$ cat src/rtl/multicycle_alu.sv
// multicycle_alu: registered XLEN-bit execute-stage ALU; single-cycle integer ops, iterative mul/div (macro MULTICYCLE_ALU_MULDIV_EN).
// Latency: 1 cycle for ops 0-9; XLEN+1 cycles for ops 10-15 when mul/div is built, otherwise 1 cycle flagged illegal.
// Backpressure: in_ready only in IDLE; result/flags held in DONE until out_ready; flush kills any in-flight op.
module multicycle_alu #(
  parameter int XLEN = 64,
  parameter int SHW  = $clog2(XLEN)
) (
  input  logic            clk,
  input  logic            rst_n,
  input  logic            flush,
  input  logic            in_valid,
  output logic            in_ready,
  input  logic [3:0]      op,
  input  logic [XLEN-1:0] op1,
  input  logic [XLEN-1:0] op2,
  output logic            out_valid,
  input  logic            out_ready,
  output logic [XLEN-1:0] result,
  output logic            zero,
  output logic            ltz,
  output logic            illegal
);

  typedef enum logic [1:0] {
    IDLE = 2'd0,
    BUSY = 2'd1,
    DONE = 2'd2
  } state_t;

  state_t state, state_nxt;

  logic            start;
  logic            is_md;
  logic [SHW-1:0]  shamt;
  logic [XLEN-1:0] alu_res;
  logic            load_res;
  logic [XLEN-1:0] res_val;
  logic            ill_val;

  assign in_ready  = (state == IDLE);
  assign out_valid = (state == DONE);
  // flush has priority over a simultaneous accept
  assign start     = in_valid && in_ready && !flush;
  // ops 10..15 are the mul/div group
  assign is_md     = op[3] & (op[2] | op[1]);
  assign shamt     = op2[SHW-1:0];

  // Single-cycle integer operations
  always_comb begin
    alu_res = '0;
    case (op)
      4'd0:    alu_res = op1 + op2;
      4'd1:    alu_res = op1 - op2;
      4'd2:    alu_res = op1 & op2;
      4'd3:    alu_res = op1 | op2;
      4'd4:    alu_res = op1 ^ op2;
      4'd5:    alu_res = op1 << shamt;
      4'd6:    alu_res = op1 >> shamt;
      4'd7:    alu_res = $signed(op1) >>> shamt;
      4'd8:    alu_res = {{(XLEN-1){1'b0}}, ($signed(op1) < $signed(op2))};
      4'd9:    alu_res = {{(XLEN-1){1'b0}}, (op1 < op2)};
      default: alu_res = '0;
    endcase
  end

`ifdef MULTICYCLE_ALU_MULDIV_EN
  localparam int CW = $clog2(XLEN) + 1;

  // hi/lo: product halves for mul, partial remainder / quotient for div
  logic [XLEN-1:0] hi, lo, opb;
  logic [3:0]      op_q;
  logic            neg_q, neg_r;
  logic [CW-1:0]   cnt;

  logic            is_mul;
  logic [XLEN-1:0] mul_add;
  logic [XLEN:0]   mul_sum;
  logic [XLEN:0]   rem_sh;
  logic [XLEN:0]   rem_sub;
  logic            rem_ge;
  logic [XLEN-1:0] hi_nxt, lo_nxt;
  logic [XLEN-1:0] md_final;
  logic            div_sgn;
  logic            s1, s2;
  logic [XLEN-1:0] mag1, mag2;

  assign is_mul  = (op_q[3:1] == 3'b101);
  assign mul_add = lo[0] ? opb : '0;
  assign mul_sum = {1'b0, hi} + {1'b0, mul_add};
  assign rem_sh  = {hi, lo[XLEN-1]};
  assign rem_sub = rem_sh - {1'b0, opb};
  assign rem_ge  = (rem_sh >= {1'b0, opb});

  // Operand conditioning at accept: signed divides work on magnitudes
  assign div_sgn = ~op[0];
  assign s1      = div_sgn & op1[XLEN-1];
  assign s2      = div_sgn & op2[XLEN-1];
  assign mag1    = s1 ? (-op1) : op1;
  assign mag2    = s2 ? (-op2) : op2;

  // One shift-add or restoring-subtract step
  always_comb begin
    hi_nxt = hi;
    lo_nxt = lo;
    if (is_mul) begin
      hi_nxt = mul_sum[XLEN:1];
      lo_nxt = {mul_sum[0], lo[XLEN-1:1]};
    end else begin
      hi_nxt = rem_ge ? rem_sub[XLEN-1:0] : rem_sh[XLEN-1:0];
      lo_nxt = {lo[XLEN-2:0], rem_ge};
    end
  end

  // Final result selection from the last step; a zero divisor already yields an all-ones quotient
  always_comb begin
    md_final = '0;
    case (op_q)
      4'd10:   md_final = lo_nxt;
      4'd11:   md_final = hi_nxt;
      4'd12:   md_final = neg_q ? (-lo_nxt) : lo_nxt;
      4'd13:   md_final = lo_nxt;
      4'd14:   md_final = neg_r ? (-hi_nxt) : hi_nxt;
      4'd15:   md_final = hi_nxt;
      default: md_final = '0;
    endcase
  end

  // Iterative datapath registers and step counter
  always_ff @(posedge clk or negedge rst_n) begin
    if (!rst_n) begin
      hi    <= '0;
      lo    <= '0;
      opb   <= '0;
      op_q  <= '0;
      neg_q <= 1'b0;
      neg_r <= 1'b0;
      cnt   <= '0;
    end else if (start && is_md) begin
      op_q  <= op;
      hi    <= '0;
      cnt   <= CW'(XLEN);
      if (op[3:1] == 3'b101) begin
        lo  <= op1;
        opb <= op2;
      end else begin
        lo  <= mag1;
        opb <= mag2;
      end
      // quotient sign only flips for a nonzero divisor so divide-by-zero stays all ones
      neg_q <= (s1 ^ s2) && (op2 != '0);
      neg_r <= s1;
    end else if (state == BUSY) begin
      hi  <= hi_nxt;
      lo  <= lo_nxt;
      cnt <= cnt - CW'(1);
    end
  end
`endif

  // Next-state and result-load decode
  always_comb begin
    state_nxt = state;
    load_res  = 1'b0;
    res_val   = '0;
    ill_val   = 1'b0;
    case (state)
      IDLE: begin
        if (start) begin
          if (is_md) begin
`ifdef MULTICYCLE_ALU_MULDIV_EN
            state_nxt = BUSY;
`else
            state_nxt = DONE;
            load_res  = 1'b1;
            res_val   = '0;
            ill_val   = 1'b1;
`endif
          end else begin
            state_nxt = DONE;
            load_res  = 1'b1;
            res_val   = alu_res;
          end
        end
      end
`ifdef MULTICYCLE_ALU_MULDIV_EN
      BUSY: begin
        if (cnt == CW'(1)) begin
          state_nxt = DONE;
          load_res  = 1'b1;
          res_val   = md_final;
        end
      end
`endif
      DONE: begin
        if (out_ready) state_nxt = IDLE;
      end
      default: state_nxt = IDLE;
    endcase
    if (flush) begin
      state_nxt = IDLE;
      load_res  = 1'b0;
    end
  end

  // State register
  always_ff @(posedge clk or negedge rst_n) begin
    if (!rst_n) state <= IDLE;
    else        state <= state_nxt;
  end

  // Result and flags register together on completion
  always_ff @(posedge clk or negedge rst_n) begin
    if (!rst_n) begin
      result  <= '0;
      zero    <= 1'b0;
      ltz     <= 1'b0;
      illegal <= 1'b0;
    end else if (load_res) begin
      result  <= res_val;
      zero    <= (res_val == '0);
      ltz     <= res_val[XLEN-1];
      illegal <= ill_val;
    end
  end

endmodule

$ cat config.mk
export PLATFORM = sky130hd
export DESIGN_NAME = multicycle_alu
export DESIGN_NICKNAME = d
export VERILOG_FILES = /design/src/rtl/multicycle_alu.sv
export SDC_FILE = /design/constraint.sdc
export NUM_CORES = 1
export LEC_CHECK = 0
export CAP_MARGIN = 20
export CELL_PAD_IN_SITES_DETAIL_PLACEMENT = 1
export CELL_PAD_IN_SITES_GLOBAL_PLACEMENT = 2
export CORE_ASPECT_RATIO = 0.75
export CORE_MARGIN = 4
export CORE_UTILIZATION = 35
export DETAILED_ROUTE_END_ITERATION = 12
export GPL_ROUTABILITY_DRIVEN = 1
export PLACE_DENSITY_LB_ADDON = 0.25
export SYNTH_ARGS = -nofsm -noshare
export SYNTH_HDL_FRONTEND = slang
export SYNTH_SLANG_ARGS = --single-unit
$ cat constraint.sdc
create_clock -name clk -period 4 [get_ports clk]
set_clock_uncertainty 0.2 [all_clocks]
set_input_delay 0.8 -clock clk [delete_from_list [all_inputs] [get_ports clk]]
set_output_delay 0.8 -clock clk [all_outputs]
set_load 0.1 [all_outputs]
==> results.tsv, run 1 <==
stage	metric	value	unit
placed_design	pre-CTS WS	-2.73	ns
clock_network	TritonCTS Sinks	67	
floorplanning	Die Span X	320	um
global_routing	Congestion Overflow GR	179	
clock_network	Num CTS Buffers	9	
placed_design	PortBufs	205	
run_status	Last stage	global routing (5_1_grt)	
run_status	outcome	did not finish	
placed_design	GPL Wtd Cong	1.32	
logic_synthesis	Post-synth top flop	dfrtp_1	
logic_synthesis	EDFF count, synth	0	
placed_design	Placed Area	0.0404	mm2
global_routing	Total GRT Usage	0.750	
logic_synthesis	most instantiated cells after synthesis	nand2_1 (399), nor2_1 (328), a21oi_1 (263)	
global_routing	largest net degree at the start of global routing	78	
logic_synthesis	Cell Area, Synth	0.0255	mm2
run_status	Err	[ERROR GRT-0232] Routing congestion too high. Check the congestion heatmap in the GUI.	
floorplanning	Die Y	242	um
clock_network	CTS root buf	clkbuf_16	
floorplanning	I/O pin count	206	
logic_synthesis	Seq cells post-synth	67	
clock_network	CTS max path bufs	2	
logic_synthesis	synth top area cells	ha_1 (9.7%), mux4_2 (9.7%), dfrtp_1 (6.6%), nand2_1 (5.9%), mux2i_1 (5.4%)	
logic_synthesis	YS warnings	0	
logic_synthesis	Mapped Nets	3920	
logic_synthesis	async set-reset flop share out of synthesis	1.00	
placed_design	HPWL after DPL	170	mm
logic_synthesis	library cells used by synthesis	98	
logic_synthesis	sequential area share after synthesis	0.0658	
floorplanning	Initial Utilization	0.354	
logic_synthesis	Yosys top cell area share	0.0972	
clock_network	H-tree lvl count	3	
placed_design	Placed Cells incl. Taps	6061	
logic_synthesis	most common cell in the netlist	nand2_1	
logic_synthesis	leading area contributor after synthesis	ha_1	
floorplanning	Site Rows	85	
logic_synthesis	Avg Inst Size Synth	7.11	um2
logic_synthesis	Post-Syn Instances	3583	
==> per-stage QoR <==
stage | setup TNS [ns] | hold slack, ns
3_3_place_gp | -46.77 | 0.262
3_5_place_dp | -55.64 | 0.265
4_1_cts | -6.47 | 0.280
2_1_floorplan | -5.60 | 0.304
==> kinds of logic after synthesis <==
group	after synthesis	synth area share
AO/OA/AOI/OAI	1272	0.342
AND/OR/NAND/NOR	1171	0.213
buffers and inverters	525	0.0873
multiplexers	316	0.182
adder cells (fa/ha/maj)	200	0.0988
flip-flops	67	0.0658
XOR/XNOR	32	0.0110
==> timing repair <==
item | 4_1_cts
hold buffers | 0
buffers inserted | 145
pin swaps | 157
setup endpoints to repair | 54
cloned | 2
resized for setup | 836
==> metal layers <==
metal	overflow	global-route usage
met5	2	0.442
met4	73	0.701
met3	9	0.663
met2	86	0.869
met1	9	0.752
==> run 2: changes to the inputs <==
==> config.mk (replaced) <==
export PLATFORM = sky130hd
export DESIGN_NAME = multicycle_alu
export DESIGN_NICKNAME = d
export VERILOG_FILES = /design/src/rtl/multicycle_alu.sv
export SDC_FILE = /design/constraint.sdc
export NUM_CORES = 1
export LEC_CHECK = 0
export CAP_MARGIN = 20
export CORE_MARGIN = 4
export CORE_UTILIZATION = 25
export DETAILED_ROUTE_END_ITERATION = 12
export GPL_ROUTABILITY_DRIVEN = 1
export PLACE_DENSITY_LB_ADDON = 0.15
export SYNTH_ARGS = -nofsm -noshare
export SYNTH_HDL_FRONTEND = slang
export SYNTH_SLANG_ARGS = --single-unit
==> run 2 against run 1 <==
The flow now finishes, with violations (negative setup slack). Synthesized cell count unchanged. Synthesized area unchanged.
==> results.tsv, run 2 <==
stage	metric	value	unit
run_status	outcome	complete, but fails checks	
run_status	violated checks	negative setup slack	
logic_synthesis	Post-Syn Instances	3583	
floorplanning	core footprint	0.101	mm2
timing	endpoints failing hold	0	
floorplanning	Die ar.	0.107	mm2
final_layout	Finished Layout Cells	6818	
timing	# setup viols final	28	
placed_design	GPL Wtd Cong	1.12	
final_layout	Largest Register	result	
floorplanning	Die Y	327	um
clock_network	CTS max path bufs	2	
floorplanning	Site Rows	116	
placed_design	Placed Cells incl. Taps	6594	
final_layout	max FFs per register	64	
logic_synthesis	Post-synth top flop	dfrtp_1	
logic_synthesis	Mapped Nets	3920	
timing	Worst Max-Slew Pin Slew	1.17	ns
timing	slew margin rel.	0.219	
clock_network	clk slew on worst S/H paths	0.06	ns
detailed_routing	via count	39700	
logic_synthesis	leading area contributor after synthesis	ha_1	
final_layout	commonest non-fill, non-tap cell in the layout	buf_4	
final_layout	final instance area	0.0479	mm2
timing	final worst setup slack	-1.29	ns
logic_synthesis	Cell Area, Synth	0.0255	mm2
job	Max Cap Viol	0	
clock_network	TritonCTS clock tree	built	
global_routing	Total GRT Usage	0.385	
logic_synthesis	sequential area share after synthesis	0.0658	
setup_path	Worst Path Required	4.06	ns
clock_network	TritonCTS Sinks	67	
logic_synthesis	synth top area cells	ha_1 (9.7%), mux4_2 (9.7%), dfrtp_1 (6.6%), nand2_1 (5.9%), mux2i_1 (5.4%)	
logic_synthesis	Avg Inst Size Synth	7.11	um2
final_layout	most frequent cells in the layout	buf_4 (1769), nand2_1 (377), nor2_1 (298), a21oi_1 (203), o21ai_0 (165)	
floorplanning	Initial Utilization	0.253	
global_routing	initial antenna violation count	13	
timing	Setup TNS	-6.96	ns
logic_synthesis	async set-reset flop share out of synthesis	1.00	
timing	post-layout min period	5.29	ns
clock_network	Hold-fix buffers, CTS	0	
detailed_routing	DRC	0	
setup_path	Setup CP Type	primary input to flip-flop	
setup_path	Crit. End Element	flip-flop	
power	maximum ir drop on the vdd rail	0.293	mV
clock_network	H-tree lvl count	3	
detailed_routing	drt pass-1 iters	10	
setup_path	CP startpoint kind	primary input	
detailed_routing	via/cell ratio	5.83	
min_path	worst min path class	flip-flop to flip-flop	
placed_design	Placed Area	0.0421	mm2
setup_path	Worst Path Max Fanout	8	
clock_network	Num CTS Buffers	9	
clock_network	CTS root buf	clkbuf_16	
detailed_routing	post-route ant nets	0	
timing	fin. max-slew vios	0	
placed_design	HPWL after DPL	182	mm
power	Power Density	209	mW/mm2
final_layout	Finished Core Util	0.476	
detailed_routing	final wirelength	216	mm
clock_network	worst skew pair latency	0.34	ns
global_routing	largest net degree at the start of global routing	68	
setup_path	crit path DAT	5.35	ns
logic_synthesis	library cells used by synthesis	98	
logic_synthesis	most common cell in the netlist	nand2_1	
power	Pleak	21.7	nW
timing	Max Fclk	189	MHz
floorplanning	I/O pin count	206	
logic_synthesis	EDFF count, synth	0	
detailed_routing	wire per inst	31.7	um
global_routing	Congestion Overflow GR	0	
logic_synthesis	YS warnings	0	
floorplanning	Die Span X	327	um
global_routing	vias in the first global route	38700	
final_layout	fill cell count	10200	
placed_design	PortBufs	205	
final_layout	Nets	5791	
logic_synthesis	Yosys top cell area share	0.0972	
detailed_routing	initial drt markers	4488	
final_layout	Synth-to-Final Area Change	88.0	%
final_layout	share of layout cells above drive strength 1	0.509	
timing	RSZ-0062 raised after global routing	true	
setup_path	worst reg2reg setup slack	0.13	ns
timing	Final Cycle Share	1.32	
logic_synthesis	most instantiated cells after synthesis	nand2_1 (399), nor2_1 (328), a21oi_1 (263)	
logic_synthesis	Seq cells post-synth	67	
global_routing	first-pass GRT wire length	297	mm
run 2: cell counts after synthesis:
Identical to the previous run, type by type.
run 2: worst max-delay path, cell delays in order:
cell,delay [ns]
buf_16,0.14
buf_12,0.16
buf_6,0.12
ha_4,0.16
fa_2,0.45
a211oi_4,0.34
nor2_4,0.09
a31o_4,0.28
o211ai_1,0.33
nand4_1,0.17
o41ai_2,0.26
buf_4,0.17
nand2_1,0.10
nor3_2,0.17
o2111ai_1,0.15
nor4_2,0.20
buf_4,0.17
nand4_1,0.26
or4b_4,0.61
o31ai_1,0.22
run 2: worst paths after layout:
check	from	end	cells after the start
worst max-delay path	op2[0]	zero	20
max in group asynchronous	rst_n	result[16]	1
worst min register to register	result[57]	result[57]	2
min in group asynchronous	rst_n	result[59]	1
worst max register to register	state[1]	zero	12
worst min-delay path	result[57]	result[57]	2
run 2: repair_timing:
item / in CTS / in global routing
gates cloned: 7 / 1
resized for setup: 858 / 254
endpoints found under the setup margin: 55 / 36
pin swaps: 215 / 88
setup buffers: 159 / 62
run 2: cells by family (layout without fill, tap and decap cells):
group,count (synthesis),count (layout),synth area share
fa+ha+maj,200,200,0.0988
xor+xnor,32,32,0.0110
simple gates,1171,1171,0.213
other cells,0,2,0
buf+inv,525,2401,0.0873
mux,316,316,0.182
compound gates,1272,1272,0.342
flops,67,67,0.0658
run 2: through the flow:
step	power (mW)	hold slack [ns]	worst slack, ns
floorplan	4.13	0.304	-1.10
finish	10.0	0.270	-1.29
global route	10.3	0.292	-1.31
detailed placement	8.01	0.262	-2.47
global placement	8.03	0.259	-2.44
CTS	9.64	0.271	-1.18
run 2: final cells by class:
type | count | area, um2 | area share
Timing Repair Buffer | 2167 | 18200 | 0.380
Clock inverter | 7 | 124 | 0.00259
Clock buffer | 9 | 225 | 0.00470
Sequential cell | 67 | 1680 | 0.0350
Multi-Input combinational cell | 2991 | 25100 | 0.523
Inverter | 218 | 900 | 0.0188
Tap cell | 1357 | 1700 | 0.0354
Antenna cell | 2 | 5.00 | 0.000104
run 2: report_power, final:
part	internal [mW]	switching [mW]
Sequential	0.784	0.0619
Clock	0.613	0.338
Combinational	3.48	4.74
run 2: per-layer routing:
| metal | track usage | up-vias | routed length, um |
|---|---|---|---|
| met4 | 0.236 | 8 | 16700 |
| met3 | 0.0731 | 604 | 18500 |
| met5 | 0 | - | 54 |
| met1 | 0.489 | 19400 | 86400 |
| li1 | - | 17300 | - |
| met2 | 0.603 | 2342 | 94100 |
(Power assumes the default switching activity.)
